$ cat config.mk
export PLATFORM = sky130hd
export DESIGN_NAME = intersection_controller_flat
export DESIGN_NICKNAME = d
export VERILOG_FILES = /design/src/rtl/intersection_controller_pkg.sv /design/src/rtl/intersection_controller_if.sv /design/src/rtl/intersection_controller_phase_timer.sv /design/src/rtl/intersection_controller.sv /design/src/flat_wrapper.sv
export SDC_FILE = /design/constraint.sdc
export NUM_CORES = 1
export LEC_CHECK = 0
export ABC_AREA = 1
export CAP_MARGIN = 20
export CORE_MARGIN = 5
export CORE_UTILIZATION = 40
export DETAILED_ROUTE_END_ITERATION = 8
export HOLD_SLACK_MARGIN = 0.15
export PLACE_DENSITY = 0.67
export REMOVE_ABC_BUFFERS = 1
export SETUP_SLACK_MARGIN = 0.15
export SLEW_MARGIN = 30
export SYNTH_ARGS = -nofsm -noshare
export SYNTH_HDL_FRONTEND = slang
export SYNTH_HIERARCHICAL = 1
export SYNTH_SLANG_ARGS = --single-unit
$ cat constraint.sdc
create_clock -name clk -period 4.94 [get_ports clk]
set_input_delay 0.988 -clock clk [delete_from_list [all_inputs] [get_ports clk]]
set_output_delay 0.988 -clock clk [all_outputs]
set_load 0.02 [all_outputs]
$ cat src/rtl/intersection_controller_pkg.sv
// Shared types and defaults for the intersection controller (package traffic_pkg).
// Optional build macro: FLASH_MODE_EN adds the FLASH state (7).
package traffic_pkg;

  localparam int unsigned CLK_W          = 8;
  localparam int unsigned PHASE_W        = 3;
  localparam int unsigned GREEN_TIME_DEF  = 60;
  localparam int unsigned YELLOW_TIME_DEF = 5;
  localparam int unsigned ALLRED_TIME_DEF = 2;
  localparam int unsigned PED_SHORT_DEF   = 10;

  typedef enum logic [PHASE_W-1:0] {
    IDLE      = 3'd0,
    NS_GREEN  = 3'd1,
    NS_YELLOW = 3'd2,
    AR_TO_EW  = 3'd3,
    EW_GREEN  = 3'd4,
    EW_YELLOW = 3'd5,
    AR_TO_NS  = 3'd6
`ifdef FLASH_MODE_EN
    ,
    FLASH     = 3'd7
`endif
  } state_e;

  typedef struct packed {
    logic red;
    logic yellow;
    logic green;
  } lamp_t;

  localparam lamp_t LAMP_RED    = lamp_t'(3'b100);
  localparam lamp_t LAMP_YELLOW = lamp_t'(3'b010);
  localparam lamp_t LAMP_GREEN  = lamp_t'(3'b001);

endpackage

$ cat src/rtl/intersection_controller_if.sv
// Request inputs and lamp/countdown outputs of the intersection controller.
// Optional build macro: FLASH_MODE_EN adds the flash request.
interface intersection_controller_if;
  import traffic_pkg::*;

  logic               ns_req;
  logic               ew_req;
  logic               ped_req;
`ifdef FLASH_MODE_EN
  logic               flash;
`endif
  logic               ns_red;
  logic               ns_yellow;
  logic               ns_green;
  logic               ew_red;
  logic               ew_yellow;
  logic               ew_green;
  logic [CLK_W-1:0]   clock;
  logic [PHASE_W-1:0] phase;

  modport master (
`ifdef FLASH_MODE_EN
    output flash,
`endif
    output ns_req, ew_req, ped_req,
    input  ns_red, ns_yellow, ns_green, ew_red, ew_yellow, ew_green, clock, phase
  );

  modport slave (
`ifdef FLASH_MODE_EN
    input  flash,
`endif
    input  ns_req, ew_req, ped_req,
    output ns_red, ns_yellow, ns_green, ew_red, ew_yellow, ew_green, clock, phase
  );

endinterface

$ cat src/rtl/intersection_controller_phase_timer.sv
// Loadable 8-bit phase down-counter; stops at 1 and flags expiry there.
module phase_timer
  import traffic_pkg::*;
#(
  parameter logic [CLK_W-1:0] RST_VAL = CLK_W'(ALLRED_TIME_DEF)
) (
  input  logic             clk,
  input  logic             rst_n,
  input  logic             load,
  input  logic [CLK_W-1:0] load_val,
  input  logic             hold,
  input  logic             dec,
  output logic [CLK_W-1:0] count,
  output logic             expire
);

  logic [CLK_W-1:0] count_d, count_q;

  // Load wins over hold, hold over decrement; never decrement below 1.
  always_comb begin
    count_d = count_q;
    if (load) begin
      count_d = load_val;
    end else if (hold) begin
      count_d = count_q;
    end else if (dec && (count_q > CLK_W'(1))) begin
      count_d = count_q - CLK_W'(1);
    end
  end

  // Counter register.
  always_ff @(posedge clk or negedge rst_n) begin
    if (!rst_n) begin
      count_q <= RST_VAL;
    end else begin
      count_q <= count_d;
    end
  end

  assign count  = count_q;
  assign expire = (count_q == CLK_W'(1));

endmodule

$ cat src/rtl/intersection_controller.sv
// Two-head traffic sequencer: phase FSM, demand latches and registered lamp decode.
// Optional build macro: FLASH_MODE_EN (flash input, FLASH state 7).
module intersection_controller
  import traffic_pkg::*;
#(
  parameter int unsigned GREEN_TIME  = GREEN_TIME_DEF,
  parameter int unsigned YELLOW_TIME = YELLOW_TIME_DEF,
  parameter int unsigned ALLRED_TIME = ALLRED_TIME_DEF,
  parameter int unsigned PED_SHORT   = PED_SHORT_DEF
) (
  input  logic                      clk,
  input  logic                      rst_n,
  intersection_controller_if.slave  bus
);

  state_e           state_q, state_d;
  logic             ns_pend_q, ns_pend_d;
  logic             ew_pend_q, ew_pend_d;
  lamp_t            ns_lamp_q, ns_lamp_d;
  lamp_t            ew_lamp_q, ew_lamp_d;
  logic             tmr_load, tmr_hold, tmr_dec, expire;
  logic [CLK_W-1:0] tmr_val, count;
`ifdef FLASH_MODE_EN
  logic             flash_on_q, flash_on_d;
`endif

  // Duration loaded on entry to each phase.
  function automatic logic [CLK_W-1:0] dur(input state_e s);
    case (s)
      NS_GREEN, EW_GREEN:   dur = CLK_W'(GREEN_TIME);
      NS_YELLOW, EW_YELLOW: dur = CLK_W'(YELLOW_TIME);
      default:              dur = CLK_W'(ALLRED_TIME);
    endcase
  endfunction

  phase_timer #(.RST_VAL(CLK_W'(ALLRED_TIME))) u_timer (
    .clk      (clk),
    .rst_n    (rst_n),
    .load     (tmr_load),
    .load_val (tmr_val),
    .hold     (tmr_hold),
    .dec      (tmr_dec),
    .count    (count),
    .expire   (expire)
  );

  // Next state, timer control, demand latches and lamp decode of the next state.
  always_comb begin
    state_d   = state_q;
    ns_pend_d = ns_pend_q | bus.ns_req | (bus.ped_req && (state_q == EW_GREEN));
    ew_pend_d = ew_pend_q | bus.ew_req | (bus.ped_req && (state_q == NS_GREEN));
    tmr_load  = 1'b0;
    tmr_val   = count;
    tmr_hold  = 1'b0;
    tmr_dec   = 1'b1;
    ns_lamp_d = LAMP_RED;
    ew_lamp_d = LAMP_RED;
`ifdef FLASH_MODE_EN
    flash_on_d = flash_on_q;
`endif

    case (state_q)
      IDLE:      if (expire) state_d = NS_GREEN;
      NS_YELLOW: if (expire) state_d = AR_TO_EW;
      AR_TO_EW:  if (expire) state_d = EW_GREEN;
      EW_YELLOW: if (expire) state_d = AR_TO_NS;
      AR_TO_NS:  if (expire) state_d = NS_GREEN;
      NS_GREEN, EW_GREEN: begin
        if (expire) begin
          if ((state_q == NS_GREEN) ? ew_pend_q : ns_pend_q) begin
            state_d = (state_q == NS_GREEN) ? NS_YELLOW : EW_YELLOW;
          end else begin
            tmr_hold = 1'b1;
          end
        end else if (bus.ped_req && (count > CLK_W'(PED_SHORT))) begin
          tmr_load = 1'b1;
          tmr_val  = CLK_W'(PED_SHORT);
        end
      end
      default: state_d = IDLE;
    endcase

    if (state_d != state_q) begin
      tmr_load = 1'b1;
      tmr_val  = dur(state_d);
    end

`ifdef FLASH_MODE_EN
    // Flash overrides every transition; yellows toggle each YELLOW_TIME cycles.
    if (bus.flash) begin
      state_d  = FLASH;
      tmr_hold = 1'b0;
      tmr_load = 1'b0;
      if (state_q != FLASH) begin
        tmr_load   = 1'b1;
        tmr_val    = CLK_W'(YELLOW_TIME);
        flash_on_d = 1'b1;
      end else if (expire) begin
        tmr_load   = 1'b1;
        tmr_val    = CLK_W'(YELLOW_TIME);
        flash_on_d = ~flash_on_q;
      end
    end else if (state_q == FLASH) begin
      state_d   = IDLE;
      tmr_load  = 1'b1;
      tmr_val   = CLK_W'(ALLRED_TIME);
      ns_pend_d = 1'b0;
      ew_pend_d = 1'b0;
    end
`endif

    // Entering a green serves that road's request, so its clear beats a same-cycle set.
    if ((state_d == NS_GREEN) && (state_q != NS_GREEN)) ns_pend_d = 1'b0;
    if ((state_d == EW_GREEN) && (state_q != EW_GREEN)) ew_pend_d = 1'b0;

    case (state_d)
      NS_GREEN:  ns_lamp_d = LAMP_GREEN;
      NS_YELLOW: ns_lamp_d = LAMP_YELLOW;
      EW_GREEN:  ew_lamp_d = LAMP_GREEN;
      EW_YELLOW: ew_lamp_d = LAMP_YELLOW;
`ifdef FLASH_MODE_EN
      FLASH: begin
        ns_lamp_d = lamp_t'({1'b0, flash_on_d, 1'b0});
        ew_lamp_d = lamp_t'({1'b0, flash_on_d, 1'b0});
      end
`endif
      default: ;
    endcase
  end

  // State, demand and lamp registers.
  always_ff @(posedge clk or negedge rst_n) begin
    if (!rst_n) begin
      state_q    <= IDLE;
      ns_pend_q  <= 1'b0;
      ew_pend_q  <= 1'b0;
      ns_lamp_q  <= LAMP_RED;
      ew_lamp_q  <= LAMP_RED;
`ifdef FLASH_MODE_EN
      flash_on_q <= 1'b0;
`endif
    end else begin
      state_q    <= state_d;
      ns_pend_q  <= ns_pend_d;
      ew_pend_q  <= ew_pend_d;
      ns_lamp_q  <= ns_lamp_d;
      ew_lamp_q  <= ew_lamp_d;
`ifdef FLASH_MODE_EN
      flash_on_q <= flash_on_d;
`endif
    end
  end

  assign bus.ns_red    = ns_lamp_q.red;
  assign bus.ns_yellow = ns_lamp_q.yellow;
  assign bus.ns_green  = ns_lamp_q.green;
  assign bus.ew_red    = ew_lamp_q.red;
  assign bus.ew_yellow = ew_lamp_q.yellow;
  assign bus.ew_green  = ew_lamp_q.green;
  assign bus.clock     = count;
  assign bus.phase     = PHASE_W'(state_q);

endmodule

$ cat src/flat_wrapper.sv
// flat-port wrapper written by rule: the top's interface ports become plain ports
module intersection_controller_flat import traffic_pkg::*;
#(
  parameter int unsigned GREEN_TIME  = GREEN_TIME_DEF,
  parameter int unsigned YELLOW_TIME = YELLOW_TIME_DEF,
  parameter int unsigned ALLRED_TIME = ALLRED_TIME_DEF,
  parameter int unsigned PED_SHORT   = PED_SHORT_DEF
)
  (clk, rst_n, bus_ns_req, bus_ew_req, bus_ped_req, bus_ns_red, bus_ns_yellow, bus_ns_green, bus_ew_red, bus_ew_yellow, bus_ew_green, bus_clock, bus_phase);
  intersection_controller_if bus_i ();
  input  logic clk;
  input  logic rst_n;
  input wire logic [$bits(bus_i.ns_req)-1:0] bus_ns_req;
  input wire logic [$bits(bus_i.ew_req)-1:0] bus_ew_req;
  input wire logic [$bits(bus_i.ped_req)-1:0] bus_ped_req;
  output wire logic [$bits(bus_i.ns_red)-1:0] bus_ns_red;
  output wire logic [$bits(bus_i.ns_yellow)-1:0] bus_ns_yellow;
  output wire logic [$bits(bus_i.ns_green)-1:0] bus_ns_green;
  output wire logic [$bits(bus_i.ew_red)-1:0] bus_ew_red;
  output wire logic [$bits(bus_i.ew_yellow)-1:0] bus_ew_yellow;
  output wire logic [$bits(bus_i.ew_green)-1:0] bus_ew_green;
  output wire logic [$bits(bus_i.clock)-1:0] bus_clock;
  output wire logic [$bits(bus_i.phase)-1:0] bus_phase;
  assign bus_i.ns_req = bus_ns_req;
  assign bus_i.ew_req = bus_ew_req;
  assign bus_i.ped_req = bus_ped_req;
  assign bus_ns_red = bus_i.ns_red;
  assign bus_ns_yellow = bus_i.ns_yellow;
  assign bus_ns_green = bus_i.ns_green;
  assign bus_ew_red = bus_i.ew_red;
  assign bus_ew_yellow = bus_i.ew_yellow;
  assign bus_ew_green = bus_i.ew_green;
  assign bus_clock = bus_i.clock;
  assign bus_phase = bus_i.phase;
  intersection_controller #(.GREEN_TIME(GREEN_TIME), .YELLOW_TIME(YELLOW_TIME), .ALLRED_TIME(ALLRED_TIME), .PED_SHORT(PED_SHORT)) u_core (.clk(clk), .rst_n(rst_n), .bus(bus_i));
endmodule
Word level (Yosys, flattened, before mapping)
Index checks and enable logic that the tools add are counted.
- bits in registers: 19
- input port bits: 5
- output and inout bits: 17
- add/sub/neg operators: 1
- order comparisons: 2
- eq/ne operators: 18
- muxes and demuxes: 28
- bitwise logic cells: 4
- reduce and logical (&&, ||, !) cells: 12
- operators with widths (cell ; count):
    8-bit 2-to-1 mux ; 7
    3-bit 2-to-1 mux ; 7
    3-bit equality test (second input constant) ; 5
    3-bit one-hot mux with 5 select lines ; 1
    3-bit inequality test (second input constant) ; 4
    3-bit one-hot mux with 2 select lines ; 2
    6-bit one-hot mux with 2 select lines ; 1
    1-bit 2-to-1 mux ; 10
    3-bit by 2-bit equality test with 1-bit output (second input constant) ; 3
    8-bit by 1-bit equality test with 1-bit output (second input constant) ; 1
    8-bit by 1-bit greater-than comparator with 1-bit output (second input constant) ; 1
    8-bit by 4-bit greater-than comparator with 1-bit output (second input constant) ; 1
    2-bit OR reduction ; 4
    8-bit by 1-bit subtractor with 8-bit output (second input constant) ; 1
    3-bit by 1-bit equality test with 1-bit output (second input constant) ; 2
    1-bit logical AND ; 5
    5-bit AND reduction ; 1
    1-bit bitwise OR ; 4
    3-bit logical NOT ; 1
    3-bit by 1-bit inequality test with 1-bit output (second input constant) ; 1
    3-bit inequality test ; 1
    2-bit by 1-bit inequality test with 1-bit output (second input constant) ; 1
    2-bit nonzero test ; 1

Longest topological paths before layout
Gate-level depths: netlist of the first run.
- word-level depth: 10
- gate-level depth with buffers: 22
- mapped depth without buffers: 20

By module
Netlist of the first run, hierarchy kept.
- by module, submodules not included (module ; times used ; cells each ; area each (µm²)):
    intersection_controller ; 1 ; 108 ; 802.0
    phase_timer ; 1 ; 101 ; 649.4

Least setup slack after synthesis of the first run
No wires, ideal clock.
- path kind: register to register
- start point: register u_core.u_timer.count_q[1] (netlist: u_core/u_timer/count[1])
- end point: register u_core.u_timer.count_q[0] (netlist: u_core/u_timer/count[0])
- library setup time: 0.122 ns
- data arrival time: 2.401 ns
- required time: 4.818 ns
- slack: 2.417 ns
- cell stages (with the launch flop): 21
- period minus slack after synthesis: 2.523 ns
- cells stage by stage: dfstp_2 -> inv_1 -> ha_1 -> nand2_1 -> inv_1 -> nand2_2 -> inv_1 -> buf_2 -> nor2_1 -> nand3_1 -> nand2_1 -> nand2_2 -> nand2_4 -> nand2_4 -> nand2_4 -> inv_6 -> nand2_4 -> clkbuf_1 -> o21ai_0 -> nand2_1 -> o21ai_1
- elaborated cells between the ends (all ways): 32
- those cells by class: order compare: 2; eq/ne: 10; mux: 15; reduce/logical: 5
- RTL lines (what ; line ; source):
    start: declaration ; intersection_controller_phase_timer.sv:17 ; logic [CLK_W-1:0] count_d, count_q;
    start signal: assignment ; intersection_controller_phase_timer.sv:36 ; count_q <= count_d;
    8-bit by 1-bit equality test with 1-bit output (*) ; intersection_controller_phase_timer.sv:41 ; assign expire = (count_q == CLK_W'(1));
    net u_core.expire ; intersection_controller.sv:21 ; logic tmr_load, tmr_hold, tmr_dec, expire;
    3-bit 2-to-1 mux, on equally long branches ; n/a ;
    3-bit one-hot mux with 5 select lines (*) ; intersection_controller.sv:62 ; case (state_q)
    net u_core.state_d[0] ; intersection_controller.sv:16 ; state_e state_q, state_d;
    3-bit inequality test (*) ; intersection_controller.sv:83 ; if (state_d != state_q) begin
    1-bit 2-to-1 mux (*) ; intersection_controller.sv:83 ;
    net u_core.tmr_load ; intersection_controller.sv:21 ;
    3-bit inequality test (no source line), or another cell as far along ; n/a ;
    5-bit AND reduction (no source line) ; n/a ;
Mark *: on every way through the listed nets, which the timed path passes. The rest lies on a longest branch.
A chain may end at the register's enable or synchronous reset.

Worst setup path after layout of the first run
- start point: register u_core.u_timer.count_q[1] (netlist: u_core/u_timer/count[1])
- end point: register u_core.u_timer.count_q[6] (netlist: u_core/u_timer/count[6])
Same word-level chain as after synthesis.

==> results of run 1 <==
registers in the layout, indices dropped and copies added (netlist names):
| register | flops |
|---|---|
| u_core/bus.ew_red | 1 |
| u_core/bus.ns_red | 1 |
| u_core/ns_pend_q | 1 |
| u_core/bus.phase | 3 |
| u_core/bus.ns_green | 1 |
| u_core/bus.ns_yellow | 1 |
| u_core/u_timer/count | 8 |
| u_core/bus.ew_green | 1 |
| u_core/ew_pend_q | 1 |
| u_core/bus.ew_yellow | 1 |
logic make-up (layout without fill, tap and decap cells):
family                     Yosys count  in the layout  share of synthesized area (%)
AOI/OAI and AO/OA                   26             26                           10.4
other                                1              1                          0.258
adders and majority gates            2              2                           1.72
buffers and inverters               37             58                           10.9
and+or+nand+nor                    124            124                           43.6
DFF                                 19             19                           33.0
critical path, stage by stage (launching register included):
cell and delay [ps]:
sky130_fd_sc_hd__dfstp_2 580, sky130_fd_sc_hd__inv_1 110, sky130_fd_sc_hd__ha_1 200, sky130_fd_sc_hd__nand2_1 80, sky130_fd_sc_hd__inv_1 50, sky130_fd_sc_hd__nand2_2 90, sky130_fd_sc_hd__inv_1 120, sky130_fd_sc_hd__nand4_1 170
sky130_fd_sc_hd__nand2_1 70, sky130_fd_sc_hd__nand2_1 80, sky130_fd_sc_hd__nand2_2 80, sky130_fd_sc_hd__nand2_4 110, sky130_fd_sc_hd__nand2_4 60, sky130_fd_sc_hd__nand2_4 100, sky130_fd_sc_hd__inv_6 50, sky130_fd_sc_hd__nand2_4 140
sky130_fd_sc_hd__inv_1 210, sky130_fd_sc_hd__or2_2 340, sky130_fd_sc_hd__nand3_2 70, sky130_fd_sc_hd__nand2_1 40
layout make-up:
type | instances | area [um^2]
timing repair buffer | 21 | 205
fill | 360 | 1700
multi-input combinational | 153 | 813
inverter | 33 | 134
tap | 46 | 57.6
sequential | 19 | 479
clock buffer | 4 | 26.3
Yosys cell counts, types with 2 or more instances:
cell	number	share of area [%]
sky130_fd_sc_hd__dfstp_2	3	5.4
sky130_fd_sc_hd__nor2_2	3	1.3
sky130_fd_sc_hd__o21ai_0	10	3.4
sky130_fd_sc_hd__o21ai_1	5	1.7
sky130_fd_sc_hd__inv_2	5	1.3
sky130_fd_sc_hd__ha_1	2	1.7
sky130_fd_sc_hd__nand2_4	5	3.9
sky130_fd_sc_hd__dfrtp_1	16	28
sky130_fd_sc_hd__nand3_1	26	9.0
sky130_fd_sc_hd__nor3_1	2	0.69
sky130_fd_sc_hd__nand3_2	2	1.4
sky130_fd_sc_hd__nand2_1	50	13
sky130_fd_sc_hd__a31oi_1	2	0.86
sky130_fd_sc_hd__nor2_4	3	2.3
sky130_fd_sc_hd__nor2_1	17	4.4
sky130_fd_sc_hd__inv_6	2	1.2
sky130_fd_sc_hd__a21oi_1	2	0.69
sky130_fd_sc_hd__nand4_1	3	1.3
sky130_fd_sc_hd__buf_2	2	0.69
sky130_fd_sc_hd__nand2_2	10	4.3
sky130_fd_sc_hd__inv_1	26	6.7
stage by stage:
stage	setup WS, ps	util (%)
final	2070	50.2
after global routing	1840	50.2
after CTS	2080	50.4
after detailed placement	2010	49.6
after global placement	2040	49.6
after floorplan	2330	-
metal layers:
metal  GRT usage (%)  part of all wire, %  wire length (um)  up-vias
li1                -                    -                 -      710
met1            20.4                   52              1640      604
met2            19.8                   42              1340       23
met3            3.01                  4.8               152        5
met4            4.47                  1.3                40        0
met5               0                    0                 0        -
power by group through the flow:
stage / Sequential, W / Clock, W / Combinational [W]
finish: 0.000271 / 0.0000807 / 0.000592
global placement: 0.000277 / 0 / 0.000591
detailed placement: 0.000276 / 0 / 0.000592
floorplan: 0.000307 / 0 / 0.000386
CTS: 0.000273 / 0.0000851 / 0.000594
global route: 0.000283 / 0.0000916 / 0.000670
worst paths after layout:
| kind | cells past startpoint | startpoint | slack (ps) | endpoint |
|---|---|---|---|---|
| min in group asynchronous | 1 | rst_n | 610 | u_core/u_timer/count[2]$_DFFE_PN0P_ |
| setup reg to reg | 19 | u_core/u_timer/count[1]$_DFFE_PN1P_ | 2070 | u_core/u_timer/count[6]$_DFFE_PN0P_ |
| hold reg to reg | 2 | u_core/ns_pend_q$_DFF_PN0_ | 540 | u_core/ns_pend_q$_DFF_PN0_ |
| max in group asynchronous | 1 | rst_n | 4010 | u_core/bus.ew_red$_DFF_PN1_ |
| setup / recovery | 19 | u_core/u_timer/count[1]$_DFFE_PN1P_ | 2070 | u_core/u_timer/count[6]$_DFFE_PN0P_ |
| hold / removal | 2 | u_core/ns_pend_q$_DFF_PN0_ | 540 | u_core/ns_pend_q$_DFF_PN0_ |
==> qor.tcl, run 1 <==
set qor(outcome) {finished, final reports clean}
set qor(critPathCaptureType) {flip-flop}
set qor(grt_max_degree) 20
set qor(syn_area_um2) 1450
set qor(top_level_ports) 22
set qor(final.hold.worst_slack_ps) 541
set qor(stdcell_count) 276
set qor(htree_levels) 1
set qor(path_clk_slew_ps) 110
set qor(wire_per_inst_um) 11.5
set qor(path_class) {reg -> reg}
set qor(intPower_w) 0.000464
set qor(cts_resized) 0
set qor(clk_latency_ps) 300
set qor(placement_rows) 21
set qor(antenna_cells) 0
set qor(routed_wl_um) 3170
set qor(fmax_mhz) 349
set qor(layout-drive-gt1-share_pct) 17.8
set qor(drt-initial-drc-count) 79
set qor(layout_commonest_cell) {sky130_fd_sc_hd__nand2_1}
set qor(post-layout-total-power_w) 0.000943
set qor(synthFlopType) {sky130_fd_sc_hd__dfrtp_1}
set qor(comb_power_share_pct) 62.7
set qor(final.setup.tns_ps) 0
set qor(cts.root.buffer_cell) {sky130_fd_sc_hd__clkbuf_4}
set qor(synthToLayoutAreaGrowth_pct) 18.2
set qor(post-dp-hpwl_um) 2490
set qor(critical_path_peak_fanout) 13
set qor(global_route_wire_length_before_repair_um) 5580
set qor(final_design_instance_area_without_fill_um2) 1720
set qor(timing_hold_violations_final) 0
set qor(crit_path_start_kind) {flip-flop}
set qor(synth_warnings) 6
set qor(number_of_max_cap_violations) 0
set qor(globalRouteTotalUtil_pct) 13.8
set qor(async_flop_share_pct) 100
set qor(synthCells) 209
set qor(avgViaCountPerCell) 4.86
set qor(dr.pass1.iters) 4
set qor(yosys_register_bits) 19
set qor(synth_edf_count) 0
set qor(post_route_drc) 0
set qor(fp.coreArea_um2) 3420
set qor(chipWidth_um) 70.2
set qor(netSwitchingFraction_pct) 50.8
set qor(grt_overflow) 0
set qor(p_leak_nw) 0.844
set qor(portion_of_total_power_attributed_to_the_clock_network_pct) 8.6
set qor(dr_total_vias) 1342
set qor(rsz0062_at_grt) {no}
set qor(final.period_utilization_pct) 58.0
set qor(timing.hold.worst.class) {reg -> reg}
set qor(power_per_cell_area_nw_per_um2) 550
set qor(cts_made_buffers) 3
set qor(design.die.area_um2) 4930
set qor(count_of_unique_library_cells_instantiated_by_yosys) 34
set qor(setup_fix_bufs_post_cts) 0
set qor(initial_core_util_pct) 42.5
set qor(tritoncts_num_sinks) 19
set qor(numPlacedInstances) 272
set qor(critPathArrivalTime_ps) 3070
set qor(post_cts_hold_buffer_count) 0
set qor(worst_ep_required_time_ps) 5150
set qor(timing.final.max_slew_violations) 0
set qor(synth-seq-area-share_pct) 33.0
set qor(number_of_antenna_violations_at_the_first_check_in_global_routing) 0
set qor(finalSetupViolations) 0
set qor(total_switching_power_w) 0.000479
set qor(die-height_um) 70.2
set qor(power_frac_seq_pct) 28.7
set qor(fin_skew_ps) 3.83
set qor(ir_drop_mv) 0.374
set qor(clock_tree_from_tritoncts) {built}
set qor(postRouteAntennaNets) 0
set qor(cts_buffer_depth) 2
set qor(final_cell_mix) {sky130_fd_sc_hd__nand2_1 (50), sky130_fd_sc_hd__inv_1 (26), sky130_fd_sc_hd__nand3_1 (26)}
set qor(gpl.final_weighted_congestion) 0.840
set qor(number_of_global_route_vias_before_repair) 1254
set qor(port_buffers) 21
set qor(final_net_count) 238
set qor(postSynthAreaPerCell_um2) 6.94
set qor(period_needed_ps) 2870
set qor(dpl_cell_area_um2) 1690
No activity file was read; power rests on OpenSTA's default activity.
==> inputs of run 2 (changes only) <==
Settings changed: PLACE_DENSITY 0.67 to 0.69.
Clock period 4.94 ns to 2.4 ns, I/O delays scaled along.
==> run 2 against run 1 <==
Critical path depth fell by 1. Register-to-register slack got worse by 1900 ps. Setup slack got worse by 1900 ps. Count of clock-buffer cells in the layout fell by 1. Clock power rose by 120%. Flip-flop and latch count did not move. Wire length rose by 25%. Via count rose by 18%. Non-clock buffer count rose by 42. Design area rose by 26%. Global-route usage rose by 2.2 points. Hold slack got worse by 49 ps. Critical path type unchanged. Largest power group unchanged.
==> qor.tcl, run 2 (same netlist as run 1, synthesis figures left out) <==
set qor(outcome) {finished, final reports clean}
set qor(design.die.area_um2) 4930 ;# unchanged
set qor(post_route_drc) 0 ;# unchanged
set qor(clock_tree_from_tritoncts) {built}
set qor(globalRouteTotalUtil_pct) 16.0 ;# +2.2 points
set qor(post_cts_hold_buffer_count) 0 ;# unchanged
set qor(fin_skew_ps) 7.15 ;# +3.32 ps
set qor(worstPathCellList) {inv_2 > ha_4 > nand2_4 > inv_2 > nand2_2 > inv_4 > nor2_2 > nand3_1 > nand2_1 > nand2_2 > nand3_2 > nand2_4 > inv_6 > nand2_8 > buf_6 > nor3b_2 > nand2_1 > nand3_1}
set qor(multi_input_area_um2) 911 ;# +12%
set qor(post-layout-total-power_w) 0.00253 ;# +170%
set qor(ff2ff_setup_slack_ps) 210 ;# -1860 ps
set qor(final.period_utilization_pct) 91.3 ;# +33 points
set qor(timing.final.max_slew_violations) 0 ;# unchanged
set qor(rsz0062_at_grt) {yes}
set qor(final-seq-area_um2) 479 ;# unchanged
set qor(cpMaxStageDelayCell) {sky130_fd_sc_hd__dfstp_2}
set qor(drt-initial-drc-count) 77 ;# -2.5%
set qor(critPathArrivalTime_ps) 2440 ;# -630 ps
set qor(worstRegToRegCells) 18 ;# -1
set qor(antenna_cells) 0 ;# unchanged
set qor(power_per_cell_area_nw_per_um2) 1170 ;# +110%
set qor(fp.coreArea_um2) 3420 ;# unchanged
set qor(critPathCaptureType) {flip-flop}
set qor(avgViaCountPerCell) 4.98 ;# +2.4%
set qor(crit_cells) 18 ;# -1
set qor(number_of_antenna_violations_at_the_first_check_in_global_routing) 0 ;# unchanged
set qor(p_leak_nw) 1.08 ;# +28%
set qor(fmax_mhz) 457 ;# +31%
set qor(critical-path-top-delay-family) {simple AND/OR/NAND/NOR gates}
set qor(initial_core_util_pct) 42.5 ;# unchanged
set qor(critical_path.max_stage_delay_ps) 560 ;# -20 ps
set qor(worst_ep_required_time_ps) 2650 ;# -2500 ps
set qor(top_level_ports) 22 ;# unchanged
set qor(port_buffers) 21 ;# unchanged
set qor(critical_path_peak_fanout) 8 ;# -5
set qor(grt_max_degree) 20 ;# unchanged
set qor(final_cell_mix) {sky130_fd_sc_hd__nand2_1 (48), sky130_fd_sc_hd__buf_4 (37), sky130_fd_sc_hd__nand3_1 (22)}
set qor(wire_per_inst_um) 12.5 ;# +8.7%
set qor(post-dp-hpwl_um) 2760 ;# +11%
set qor(period_needed_ps) 2190 ;# -675 ps
set qor(layout-drive-gt1-share_pct) 37.9 ;# +20 points
set qor(placement_rows) 21 ;# unchanged
set qor(regToRegEndpoint) {u_core/u_timer/count[2]$_DFFE_PN0P_}
set qor(grt_overflow) 0 ;# unchanged
set qor(synthToLayoutAreaGrowth_pct) 48.9
set qor(tritoncts_num_sinks) 19 ;# unchanged
set qor(crit-reg2reg-launch) {u_core/u_timer/count[1]$_DFFE_PN1P_}
set qor(cts_made_buffers) 3 ;# unchanged
set qor(final.setup.worst_slack_ps) 209 ;# -1860 ps
set qor(dpl_worst_slack_ps) 31.3 ;# -1980 ps
set qor(critPathBufInv) 5 ;# unchanged
set qor(timing.hold.worst.class) {in -> async}
set qor(die-height_um) 70.2 ;# unchanged
set qor(ir_drop_mv) 0.883 ;# +140%
set qor(path_clk_slew_ps) 130 ;# +20 ps
set qor(timing_hold_violations_final) 0 ;# unchanged
set qor(final_net_count) 280 ;# +18%
set qor(dr.pass1.iters) 4 ;# unchanged
set qor(number_of_global_route_vias_before_repair) 1439 ;# +15%
set qor(layout_commonest_cell) {sky130_fd_sc_hd__nand2_1}
set qor(chipWidth_um) 70.2 ;# unchanged
set qor(routed_wl_um) 3970 ;# +25%
set qor(finalCoreUtilization_pct) 63.3 ;# +13 points
set qor(postRouteAntennaNets) 0 ;# unchanged
set qor(cts.root.buffer_cell) {sky130_fd_sc_hd__clkbuf_4}
set qor(crit_path_start_kind) {flip-flop}
set qor(cts_buffer_depth) 2 ;# unchanged
set qor(number_of_max_cap_violations) 0 ;# unchanged
set qor(finalSetupViolations) 0 ;# unchanged
set qor(gpl.final_weighted_congestion) 0.885 ;# +5.3%
set qor(dr_total_vias) 1584 ;# +18%
set qor(htree_levels) 1 ;# unchanged
set qor(largest_reg_flops) 8 ;# unchanged
set qor(global_route_wire_length_before_repair_um) 6400 ;# +15%
set qor(path_class) {reg -> reg}
set qor(fillers) 300 ;# -17%
set qor(clk_latency_ps) 310 ;# about the same
==> run 2: stage by stage <==
step	hold WS (ps)	cell area [um^2]	TNS [ps]	cells
5_1_grt	491	2160	0	318
6_report	492	2160	0	318
3_5_place_dp	525	1880	0	297
3_3_place_gp	521	1880	0	297
2_1_floorplan	184	1430	-501	205
4_1_cts	492	2020	0	313
==> run 2: how the worst max path moves through the flow <==
stage	from	endpoint	slack, ps
detailed placement	u_core/u_timer/count[1]$_DFFE_PN1P_	u_core/u_timer/count[6]$_DFFE_PN0P_	30
global placement	u_core/u_timer/count[1]$_DFFE_PN1P_	u_core/u_timer/count[0]$_DFFE_PN0P_	100
finish	u_core/u_timer/count[1]$_DFFE_PN1P_	u_core/u_timer/count[2]$_DFFE_PN0P_	210
CTS	u_core/u_timer/count[1]$_DFFE_PN1P_	u_core/u_timer/count[6]$_DFFE_PN0P_	160
global route	u_core/u_timer/count[1]$_DFFE_PN1P_	u_core/u_timer/count[2]$_DFFE_PN0P_	50
floorplan	u_core/u_timer/count[1]$_DFFE_PN1P_	u_core/u_timer/count[6]$_DFFE_PN0P_	-210
==> run 2: worst reg2reg max path, cell delays in order, from the launching register on <==
cell	delay, ps
sky130_fd_sc_hd__dfstp_2	560
sky130_fd_sc_hd__inv_2	50
sky130_fd_sc_hd__ha_4	150
sky130_fd_sc_hd__nand2_4	50
sky130_fd_sc_hd__inv_2	30
sky130_fd_sc_hd__nand2_2	80
sky130_fd_sc_hd__inv_4	60
sky130_fd_sc_hd__nor2_2	90
sky130_fd_sc_hd__nand3_1	70
sky130_fd_sc_hd__nand2_1	80
sky130_fd_sc_hd__nand2_2	100
sky130_fd_sc_hd__nand3_2	110
sky130_fd_sc_hd__nand2_4	70
sky130_fd_sc_hd__inv_6	80
sky130_fd_sc_hd__nand2_8	70
sky130_fd_sc_hd__buf_6	140
sky130_fd_sc_hd__nor3b_2	180
sky130_fd_sc_hd__nand2_1	80
sky130_fd_sc_hd__nand3_1	80
==> run 2: power by group <==
group	internal (W)	switching, W
Clock	0.0000635	0.000117
Combinational	0.000841	0.00102
Sequential	0.000420	0.0000706
Total	0.00132	0.00121
==> run 2: per-layer routing <==
layer | GRT usage (%) | vias to the layer above | part of all wire (%)
met4 | 5.53 | 0 | 1.3
met2 | 25.4 | 34 | 48
met5 | 0 | - | 0
met1 | 22.2 | 748 | 46
met3 | 2.01 | 4 | 4.4
li1 | - | 798 | -
==> run 2: area by class of cell <==
type	instances	share of cell area, %
flip-flops and latches	19	22.2
clock buffers	3	1.04
inverters	33	6.43
well taps	46	2.66
repair buffers	63	25.2
clock inverters	1	0.347
multi-input cells	153	42.2
==> run 2: timing repair <==
action / CTS / global route
setup endpoints to repair: 8 / 8
cloned: 0 / 0
pin swaps: 8 / 15
resized for setup: 9 / 30
buffers inserted: 12 / 5
==> inputs of run 3 (changes only) <==
Settings changed: REMOVE_ABC_BUFFERS 1 to default.
==> run 3 against run 2 <==
First-iteration DRC count grew 62%. Critical path depth grew 3. Clock power is essentially flat. Maximum frequency shrank 2.3%. Clock skew shrank 2.1 ps. Combinational power is essentially flat. Non-clock buffer count shrank 6. Hold slack lost 5.1 ps. Count of clock-buffer cells in the layout is the same. Highest routed layer unchanged. Global-route usage shrank 0.28 points.
==> qor.tcl, run 3 (same netlist as run 1, synthesis figures left out) <==
set qor(postRouteAntennaNets) 0 ;# unchanged
set qor(worstPathCellList) {inv_4 > ha_4 > nand2_4 > inv_2 > nand2_4 > inv_6 > nor2_4 > nand3_2 > nand2_1 > nand2_2 > nand2_4 > nand2_4 > nand2_4 > inv_6 > nand2_8 > clkinv_8 > buf_8 > nand3_2 > nand2_1 > nand2_1 > o21ai_1}
set qor(regToRegEndpoint) {u_core/u_timer/count[3]$_DFFE_PN0P_}
set qor(largest_reg_flops) 8 ;# unchanged
set qor(antenna_cells) 0 ;# unchanged
set qor(period_needed_ps) 2240 ;# +52.3 ps
set qor(dr_total_vias) 1604 ;# +1.3%
set qor(post-dp-hpwl_um) 2680 ;# -2.9%
set qor(global_route_wire_length_before_repair_um) 6340 ;# -0.97%
set qor(crit_path_start_kind) {flip-flop}
set qor(gpl.final_weighted_congestion) 0.894 ;# +1.0%
set qor(dr.pass1.iters) 5 ;# +1
set qor(clk_latency_ps) 310 ;# about the same
set qor(crit-reg2reg-launch) {u_core/u_timer/count[1]$_DFFE_PN1P_}
set qor(final_cell_mix) {sky130_fd_sc_hd__nand2_1 (49), sky130_fd_sc_hd__buf_4 (34), sky130_fd_sc_hd__clkdlybuf4s50_1 (21), sky130_fd_sc_hd__inv_1 (21), sky130_fd_sc_hd__nand3_1 (21)}
set qor(grt_max_degree) 20 ;# unchanged
set qor(globalRouteTotalUtil_pct) 15.7 ;# -0.28 points
set qor(synthToLayoutAreaGrowth_pct) 45.8
set qor(post_cts_hold_buffer_count) 0 ;# unchanged
set qor(timing.final.max_slew_violations) 0 ;# unchanged
set qor(critPathArrivalTime_ps) 2450 ;# about the same
set qor(wire_per_inst_um) 13.0 ;# +4.4%
set qor(fillers) 299 ;# -0.33%
set qor(htree_levels) 1 ;# unchanged
set qor(crit_path_frequent_cell) {sky130_fd_sc_hd__nand2_4}
set qor(syn_nets) 216
set qor(ff2ff_setup_slack_ps) 160 ;# -50 ps
set qor(critical_path.max_stage_delay_ps) 580 ;# +20 ps
set qor(top_level_ports) 22 ;# unchanged
set qor(dpl_cell_area_um2) 1830 ;# -2.7%
set qor(path_clk_slew_ps) 130 ;# about the same
set qor(routedLengthMet1_um) 1810 ;# -0.28%
set qor(ir_drop_mv) 0.772 ;# -13%
set qor(clock_tree_from_tritoncts) {built}
set qor(placement_rows) 21 ;# unchanged
set qor(crit_cells) 21 ;# +3
set qor(cts.root.buffer_cell) {sky130_fd_sc_hd__clkbuf_4}
set qor(post_route_drc) 0 ;# unchanged
set qor(final.period_utilization_pct) 93.5 ;# +2.2 points
set qor(fin_skew_ps) 5.01 ;# -2.15 ps
set qor(critPathCaptureType) {flip-flop}
set qor(path_class) {reg -> reg}
set qor(number_of_global_route_vias_before_repair) 1400 ;# -2.7%
set qor(die-height_um) 70.2 ;# unchanged
set qor(final.setup.tns_ps) 0 ;# unchanged
set qor(avgViaCountPerCell) 5.12 ;# +2.9%
set qor(number_of_antenna_violations_at_the_first_check_in_global_routing) 0 ;# unchanged
set qor(p_leak_nw) 1.05 ;# -2.9%
set qor(chipWidth_um) 70.2 ;# unchanged
set qor(grt_overflow) 0 ;# unchanged
set qor(tritoncts_num_sinks) 19 ;# unchanged
set qor(power_per_cell_area_nw_per_um2) 1210 ;# +3.6%
set qor(timing.hold.worst.class) {in -> async}
set qor(cts_made_buffers) 3 ;# unchanged
set qor(drt-initial-drc-count) 125 ;# +62%
set qor(number_of_max_cap_violations) 0 ;# unchanged
set qor(final_net_count) 275 ;# -1.8%
set qor(fp.coreArea_um2) 3420 ;# unchanged
set qor(layout_commonest_cell) {sky130_fd_sc_hd__nand2_1}
set qor(rsz0062_at_grt) {yes}
set qor(worst_ep_required_time_ps) 2610 ;# -40 ps
set qor(worstRegToRegCells) 21 ;# +3
set qor(critical_path_peak_fanout) 8 ;# unchanged
set qor(port_buffers) 21 ;# unchanged
set qor(cpMaxStageDelayCell) {sky130_fd_sc_hd__dfstp_2}
set qor(fmax_mhz) 446 ;# -2.3%
set qor(cts_buffer_depth) 2 ;# unchanged
set qor(initial_core_util_pct) 42.5 ;# unchanged
set qor(critical-path-top-delay-family) {simple AND/OR/NAND/NOR gates}
set qor(outcome) {finished, final reports clean}
set qor(met3WireLength_um) 254 ;# +45%
set qor(uppermost_layer_routed) {met4}
set qor(routed-wl-met2_um) 1970 ;# +2.3%
set qor(finalSetupViolations) 0 ;# unchanged
set qor(timing_hold_violations_final) 0 ;# unchanged
set qor(critPathBufInv) 6 ;# +1
set qor(design.die.area_um2) 4930 ;# unchanged
set qor(routed_wl_um) 4080 ;# +2.8%
set qor(final_design_instance_area_without_fill_um2) 2120 ;# -2.1%
set qor(layout-drive-gt1-share_pct) 34.5 ;# -3.4 points
## run 3: per-layer routing
layer  up-vias  track usage [%]
met2        66             23.7
met5         -                0
met4         0             6.17
met1       746             21.9
li1        788                -
met3         4             3.01
## run 3: area by class of cell
type | count | area [um^2] | share of cell area [%]
clock buffer | 3 | 22.5 | 1.06
clock inverter | 1 | 7.51 | 0.355
inverter | 33 | 154 | 7.27
multi-input combinational | 154 | 903 | 42.7
sequential | 19 | 479 | 22.6
tap | 46 | 57.6 | 2.72
timing repair buffer | 57 | 492 | 23.2
## run 3: worst max-delay path by stage
stage,slack (ps),to,start
2_1_floorplan,70,u_core/u_timer/count[4]$_DFFE_PN0P_,u_core/u_timer/count[1]$_DFFE_PN1P_
5_1_grt,40,u_core/u_timer/count[3]$_DFFE_PN0P_,u_core/u_timer/count[1]$_DFFE_PN1P_
4_1_cts,150,u_core/u_timer/count[6]$_DFFE_PN0P_,u_core/u_timer/count[1]$_DFFE_PN1P_
3_3_place_gp,20,u_core/u_timer/count[6]$_DFFE_PN0P_,u_core/u_timer/count[1]$_DFFE_PN1P_
6_report,160,u_core/u_timer/count[3]$_DFFE_PN0P_,u_core/u_timer/count[1]$_DFFE_PN1P_
3_5_place_dp,3,u_core/u_timer/count[6]$_DFFE_PN0P_,u_core/u_timer/count[1]$_DFFE_PN1P_
## run 3: worst register-to-register path: stages (launching register included)
cell	delay, ps
sky130_fd_sc_hd__dfstp_2	580
sky130_fd_sc_hd__inv_4	50
sky130_fd_sc_hd__ha_4	150
sky130_fd_sc_hd__nand2_4	60
sky130_fd_sc_hd__inv_2	40
sky130_fd_sc_hd__nand2_4	80
sky130_fd_sc_hd__inv_6	50
sky130_fd_sc_hd__nor2_4	80
sky130_fd_sc_hd__nand3_2	70
sky130_fd_sc_hd__nand2_1	80
sky130_fd_sc_hd__nand2_2	90
sky130_fd_sc_hd__nand2_4	90
sky130_fd_sc_hd__nand2_4	60
sky130_fd_sc_hd__nand2_4	90
sky130_fd_sc_hd__inv_6	50
sky130_fd_sc_hd__nand2_8	100
sky130_fd_sc_hd__clkinv_8	70
sky130_fd_sc_hd__buf_8	130
sky130_fd_sc_hd__nand3_2	50
sky130_fd_sc_hd__nand2_1	60
sky130_fd_sc_hd__nand2_1	50
sky130_fd_sc_hd__o21ai_1	60
## run 3: repair_timing
item / in CTS / in global routing
cloned: 0 / 1
endpoints found under the setup margin: 6 / 8
buffers inserted: 8 / 16
gates resized for setup: 1 / 21
pin swaps: 2 / 15
## run 3: power breakdown
part / switching, W / internal, W
clock network: 0.000116 / 0.0000634
registers: 0.0000844 / 0.000420
logic: 0.00105 / 0.000837
total: 0.00125 / 0.00132
## run 3: per-stage QoR
stage	total power [W]	worst slack, ps	cells	utilization [%]	hold slack, ps
after floorplan	0.00156	71.0	209	-	184
after global placement	0.00197	20.2	284	53.6	528
after detailed placement	0.00198	3.31	284	53.6	538
after CTS	0.00224	150	296	56.2	491
after global routing	0.00276	40.8	313	61.9	496
final	0.00257	157	313	61.9	487
